[src/rtl/wbp2classic_buffered.sv]
// Pipelined Wishbone slave to classic Wishbone master bridge with a request FIFO.
// Requests are queued, then replayed one at a time downstream with a one-cycle gap between them.
module wbp2classic_buffered #(
  parameter int AW      = 12,
  parameter int DW      = 32,
  parameter int LGFIFO  = 2,
  parameter int TIMEOUT = 0
) (
  input  logic              i_clk,
  input  logic              i_reset,
  input  logic              i_scyc,
  input  logic              i_sstb,
  input  logic              i_swe,
  input  logic [AW-1:0]     i_saddr,
  input  logic [DW-1:0]     i_sdata,
  input  logic [DW/8-1:0]   i_ssel,
  output logic              o_sstall,
  output logic              o_sack,
  output logic              o_serr,
  output logic [DW-1:0]     o_sdata,
  output logic              o_mcyc,
  output logic              o_mstb,
  output logic              o_mwe,
  output logic [AW-1:0]     o_maddr,
  output logic [DW-1:0]     o_mdata,
  output logic [DW/8-1:0]   o_msel,
  input  logic              i_mack,
  input  logic              i_merr,
  input  logic [DW-1:0]     i_mdata,
  output logic [2:0]        o_mcti,
  output logic [1:0]        o_mbte
);

  localparam int SW    = DW / 8;
  localparam int EW    = 1 + AW + DW + SW;
  localparam int DEPTH = 1 << LGFIFO;
  localparam int TW    = (TIMEOUT > 0) ? $clog2(TIMEOUT + 1) : 1;

  localparam logic [TW-1:0]     TMO_VAL = TW'(TIMEOUT);
  localparam logic [TW-1:0]     TMR_ONE = TW'(1'b1);
  localparam logic [LGFIFO:0]   CNT_ONE = (LGFIFO + 1)'(1'b1);
  localparam logic [LGFIFO-1:0] PTR_ONE = LGFIFO'(1'b1);

  typedef enum logic [1:0] {
    S_IDLE     = 2'd0,
    S_ACTIVE   = 2'd1,
    S_GAP      = 2'd2,
    S_ERRDRAIN = 2'd3
  } state_t;

  state_t            r_state, w_state_nxt;
  logic [EW-1:0]     r_mem [0:DEPTH-1];
  logic [LGFIFO-1:0] r_wptr, r_rptr;
  logic [LGFIFO:0]   r_count;
  logic [TW-1:0]     r_timer, w_timer_nxt;
  logic              r_mcyc, r_mstb, r_sack, r_serr;
  logic              w_mcyc_nxt, w_mstb_nxt, w_sack_nxt, w_serr_nxt;
  logic              r_mwe;
  logic [AW-1:0]     r_maddr;
  logic [DW-1:0]     r_mdata, r_sdata;
  logic [SW-1:0]     r_msel;
  logic              w_push, w_pop, w_flush, w_launch;
  logic              w_full, w_empty, w_timeout;
  logic [EW-1:0]     w_head;

  // The count MSB is set only when all 2^LGFIFO slots are occupied.
  assign w_full    = r_count[LGFIFO];
  assign w_empty   = (r_count == {(LGFIFO + 1){1'b0}});
  assign o_sstall  = w_full || (r_state == S_ERRDRAIN);
  assign w_push    = i_scyc && i_sstb && !o_sstall;
  assign w_head    = r_mem[r_rptr];
  assign w_timeout = (TIMEOUT > 0) && (r_timer == TMO_VAL);

  // Next-state and next-output decode; a dropped i_scyc overrides everything.
  always_comb begin
    w_state_nxt = r_state;
    w_mcyc_nxt  = r_mcyc;
    w_mstb_nxt  = r_mstb;
    w_sack_nxt  = 1'b0;
    w_serr_nxt  = 1'b0;
    w_timer_nxt = r_timer;
    w_pop       = 1'b0;
    w_flush     = 1'b0;
    w_launch    = 1'b0;
    if (!i_scyc) begin
      w_state_nxt = S_IDLE;
      w_mcyc_nxt  = 1'b0;
      w_mstb_nxt  = 1'b0;
      w_flush     = 1'b1;
    end else begin
      case (r_state)
        S_IDLE, S_GAP: begin
          if (!w_empty) begin
            w_launch    = 1'b1;
            w_state_nxt = S_ACTIVE;
            w_mcyc_nxt  = 1'b1;
            w_mstb_nxt  = 1'b1;
            w_timer_nxt = {TW{1'b0}};
          end else begin
            w_state_nxt = S_IDLE;
            w_mcyc_nxt  = 1'b0;
            w_mstb_nxt  = 1'b0;
          end
        end
        S_ACTIVE: begin
          if (i_merr || w_timeout) begin
            w_state_nxt = S_ERRDRAIN;
            w_serr_nxt  = 1'b1;
            w_flush     = 1'b1;
            w_mcyc_nxt  = 1'b0;
            w_mstb_nxt  = 1'b0;
          end else if (i_mack) begin
            w_state_nxt = S_GAP;
            w_pop       = 1'b1;
            w_sack_nxt  = 1'b1;
            w_mstb_nxt  = 1'b0;
          end else begin
            w_timer_nxt = r_timer + TMR_ONE;
          end
        end
        S_ERRDRAIN: begin
          w_mcyc_nxt = 1'b0;
          w_mstb_nxt = 1'b0;
        end
        default: begin
          w_state_nxt = S_IDLE;
          w_mcyc_nxt  = 1'b0;
          w_mstb_nxt  = 1'b0;
          w_flush     = 1'b1;
        end
      endcase
    end
  end

  // Control state and handshake outputs.
  always_ff @(posedge i_clk) begin
    if (i_reset) begin
      r_state <= S_IDLE;
      r_mcyc  <= 1'b0;
      r_mstb  <= 1'b0;
      r_sack  <= 1'b0;
      r_serr  <= 1'b0;
      r_timer <= {TW{1'b0}};
    end else begin
      r_state <= w_state_nxt;
      r_mcyc  <= w_mcyc_nxt;
      r_mstb  <= w_mstb_nxt;
      r_sack  <= w_sack_nxt;
      r_serr  <= w_serr_nxt;
      r_timer <= w_timer_nxt;
    end
  end

  // FIFO pointers; a flush discards anything pushed in the same cycle.
  always_ff @(posedge i_clk) begin
    if (i_reset || w_flush) begin
      r_wptr  <= {LGFIFO{1'b0}};
      r_rptr  <= {LGFIFO{1'b0}};
      r_count <= {(LGFIFO + 1){1'b0}};
    end else begin
      if (w_push)
        r_wptr <= r_wptr + PTR_ONE;
      if (w_pop)
        r_rptr <= r_rptr + PTR_ONE;
      case ({w_push, w_pop})
        2'b10:   r_count <= r_count + CNT_ONE;
        2'b01:   r_count <= r_count - CNT_ONE;
        default: r_count <= r_count;
      endcase
    end
  end

  // FIFO storage.
  always_ff @(posedge i_clk) begin
    if (w_push)
      r_mem[r_wptr] <= {i_swe, i_saddr, i_sdata, i_ssel};
  end

  // Datapath registers: the head is latched on launch, read data only on a forwarded ack.
  always_ff @(posedge i_clk) begin
    if (w_launch)
      {r_mwe, r_maddr, r_mdata, r_msel} <= w_head;
    if (w_pop)
      r_sdata <= i_mdata;
  end

  assign o_mcyc  = r_mcyc;
  assign o_mstb  = r_mstb;
  assign o_sack  = r_sack;
  assign o_serr  = r_serr;
  assign o_sdata = r_sdata;
  assign o_mwe   = r_mwe;
  assign o_maddr = r_maddr;
  assign o_mdata = r_mdata;
  assign o_msel  = r_msel;
  assign o_mcti  = 3'b000;
  assign o_mbte  = 2'b00;

endmodule

[config.mk]
export PLATFORM = sky130hd
export DESIGN_NAME = wbp2classic_buffered
export DESIGN_NICKNAME = d
export VERILOG_FILES = /design/src/rtl/wbp2classic_buffered.sv
export SDC_FILE = /design/constraint.sdc
export NUM_CORES = 1
export LEC_CHECK = 0
export ABC_AREA = 1
export ABC_CLOCK_PERIOD_IN_PS = 7850
export CAP_MARGIN = 20
export CORE_ASPECT_RATIO = 1.2
export CORE_MARGIN = 2
export CORE_UTILIZATION = 42
export DETAILED_ROUTE_END_ITERATION = 10
export HOLD_SLACK_MARGIN = 0.08
export PLACE_DENSITY = 0.66
export SYNTH_ARGS = -nofsm -noshare
export SYNTH_HDL_FRONTEND = slang
export SYNTH_SLANG_ARGS = --single-unit
[constraint.sdc]
create_clock -name i_clk -period 7.85 [get_ports i_clk]
set_input_delay 1.57 -clock i_clk [delete_from_list [all_inputs] [get_ports i_clk]]
set_output_delay 1.57 -clock i_clk [all_outputs]
set_load 0.02 [all_outputs]
==> impl_metrics.csv <==
group,metric,value,unit
place,place_inst,1135,
die,dieArea,0.0261,mm²
grt,antenna_found_initial,0,
clock_network,cts_setup_buffers,0,
critical_path,required,6280,ps
detailed_routing,wl,20900,µm
detailed_routing,viasPerCell,4.95,
synth,synth_warnings,0,
detailed_routing,first_pass_iters,4,
final_layout,nNetsFinal,933,
sta,maxSlewHeadroom,0.293,
detailed_routing,drc,0,
status,outcome,"completed",
sta,final.period_utilization,0.414,
sta,min_period,3250,ps
final_layout,finalNonFillerCells,1185,
clock_network,tritoncts,"yes",
die,die_h,177,µm
detailed_routing,wl_met3,1290,µm
power,peakVddDrop,0.193,mV
clock_network,cts_buffers,28,
sta,rsz0062_at_grt,"no",
critical_path,crit_path_end_kind,"output port",
die,core_area,0.0245,mm²
clock_network,cts_hold_buffers,0,
flow_run,maxCapViolCount,0,
critical_path,crit_chain,"nand2_1 > nand2_1 > clkdlybuf4s50_1",
power,p_total,3.08,mW
min_path,hold_path_depth,2,
grt,grt_pass1_wl,31700,µm
sta,finalMaxSlewViolations,0,
min_path,min-delay-path-class,"flop to flop",
detailed_routing,wl_met1,8590,µm
clock_network,clkSinkCount,290,
die,initial_core_util,0.425,
final_layout,num_antenna_cells,0,
power,powerDensity,231,mW/mm²
clock_network,clkTransAtPathRegs,60,ps
sta,hold_viol_final,0,
sta,setup_viol,0,
critical_path,path_class,"flop to output port",
critical_path,crit_slowest_cell,"clkdlybuf4s50_1",
critical_path,cp_data_arrival_time,1680,ps
synth,netlist_area,0.0104,mm²
grt,grt_pass1_vias,5850,
synth,avgSynthCellArea,15.7,µm²
critical_path,critPathMaxStageDelay,630,ps
synth,syn_inst,663,
clock_network,post_cts_resized,0,
sta,fin_skew,9.02,ps
clock_network,insertion_delay,540,ps
critical_path,r2r.worst_path.cells,3,
detailed_routing,top_layer,"met4",
detailed_routing,drt_iter0_drc,360,
place,port_buffers,172,
critical_path,critPathMostFrequentCell,"nand2_1",
critical_path,critPathMaxFanout,4,
critical_path,crit_buf_inv,1,
grt,grt_max_degree,102,
detailed_routing,wl_met2,10600,µm
clock_network,clockRootBuffer,"clkbuf_16",
clock_network,cts_max_level,1,
power,power_leakage,4.42,nW
grt,grtUsageTotal,0.157,
synth,ys_seq_area_frac,0.824,
final_layout,drive_gt1_frac,0.0767,
detailed_routing,num_vias,5871,
die,die_w,148,µm
final_layout,syn_to_final_growth,27.7,%
die,rows,63,
place,gp_congestion,0.808,
detailed_routing,drtAntennaViolNets,0,
final_layout,final_core_util,0.543,
clock_network,clk_path_buf_depth,3,
sta,fmax,307,MHz
synth,synth_cell_type_count,23,
sta,tightest_slew,1060,ps
critical_path,cp.depth,3,
place,placed_cell_area,0.0124,mm²
grt,grt_overflow_total,0,
critical_path,path_delay_family,"buffers and inverters",
synth,ys_ff_latch,290,
die,pin_count,178,
final_layout,final_area,0.0133,mm²
place,dp_hpwl,11600,µm
detailed_routing,drt-wirelength-per-cell,17.6,µm
critical_path,critPathLaunchType,"flop",
sta,final.setup.tns,0,ps
[power breakdown]
group	total (mW)	switching (mW)	internal (mW)	leakage [nW]
sequential	1.72	0.00503	1.72	2.62
combinational	0.107	0.0530	0.0537	1.38
clock	1.25	0.536	0.715	0.425
total	3.08	0.594	2.48	4.42
[cells in the mapped netlist]
cell type,number,share of area
o21ai_0,98,0.047
nor2_2,11,0.0066
clkbuf_2,5,0.0024
ha_1,5,0.0060
a21oi_1,8,0.0038
nand3_1,7,0.0034
clkbuf_1,10,0.0036
edfxtp_1,277,0.80
dfxtp_1,13,0.025
fa_1,1,0.0019
buf_6,3,0.0032
nand2_1,23,0.0083
o22ai_1,50,0.030
inv_6,1,0.00084
buf_1,1,0.00036
o21ai_1,1,0.00048
nand2_2,1,0.00060
buf_2,10,0.0048
nor2_1,106,0.038
inv_1,24,0.0086
conb_1,1,0.00036
buf_4,6,0.0043
buf_8,1,0.0014
[state kept, by name, indices dropped and copies added, names as in the netlist]
signal / cells
o_serr: 1
r_wptr: 2
o_mdata: 32
r_count: 3
o_sack: 1
r_state: 2
o_sdata: 32
o_mwe: 1
o_mstb: 1
o_maddr: 12
o_msel: 4
r_rptr: 2
o_mcyc: 1
r_mem: 196
[per-layer routing]
metal	vias to the layer above	global-route usage
met5	-	0
met4	0	0.0501
met3	32	0.0253
met2	187	0.280
met1	2845	0.196
li1	2807	-
[worst paths after layout]
path / endpoint / slack [ps] / from
worst min-delay path: r_count[0] / 460 / r_count[0]
worst max-delay path: o_sstall / 4600 / r_state[0]
worst min register to register: r_count[0] / 460 / r_count[0]
worst max register to register: o_mdata[5] / 5500 / r_rptr[0]
[cell type report]
class,instances,area (µm²)
Inverter,25,98.8
Multi-Input combinational cell,316,1580
Clock buffer,32,716
Fill cell,1960,11200
Clock inverter,18,141
Timing Repair Buffer,179,1770
Sequential cell,290,8580
Tap cell,325,407
[cells by family after synthesis]
logic type / after synthesis / share of synthesized area
AOI/OAI and AO/OA: 157 / 0.0814
adders and majority gates: 6 / 0.00793
buffers and inverters: 61 / 0.0297
DFF: 290 / 0.824
other: 1 / 0.000360
and+or+nand+nor: 148 / 0.0571
[tightest hold or removal path: stages, from the launching register on]
cell,delay [ps]
dfxtp_1,310
nand2_1,50
a21oi_1,50
[placed cells by master, fill, tap and decap left out, drive strengths merged]
cell	netlist	final
a21oi	8	8
o21ai	99	99
edfxtp	277	277
nand3	7	7
dfxtp	13	13
clkbuf	15	32
ha	5	5
nor2	117	117
buf	21	7
bufinv	0	2
fa	1	1
inv	25	25
o22ai	50	50
clkinv	0	16
conb	1	5
nand2	24	24
clkdlybuf4s50	0	172
[metrics by stage]
stage / setup slack, ps / hold slack (ps)
2_1_floorplan: 3440 / 436
3_3_place_gp: 4090 / 450
3_5_place_dp: 4050 / 447
4_1_cts: 4570 / 456
5_1_grt: 4480 / 482
6_report: 4600 / 456
Note: power is estimated with default switching activity, not from simulation.
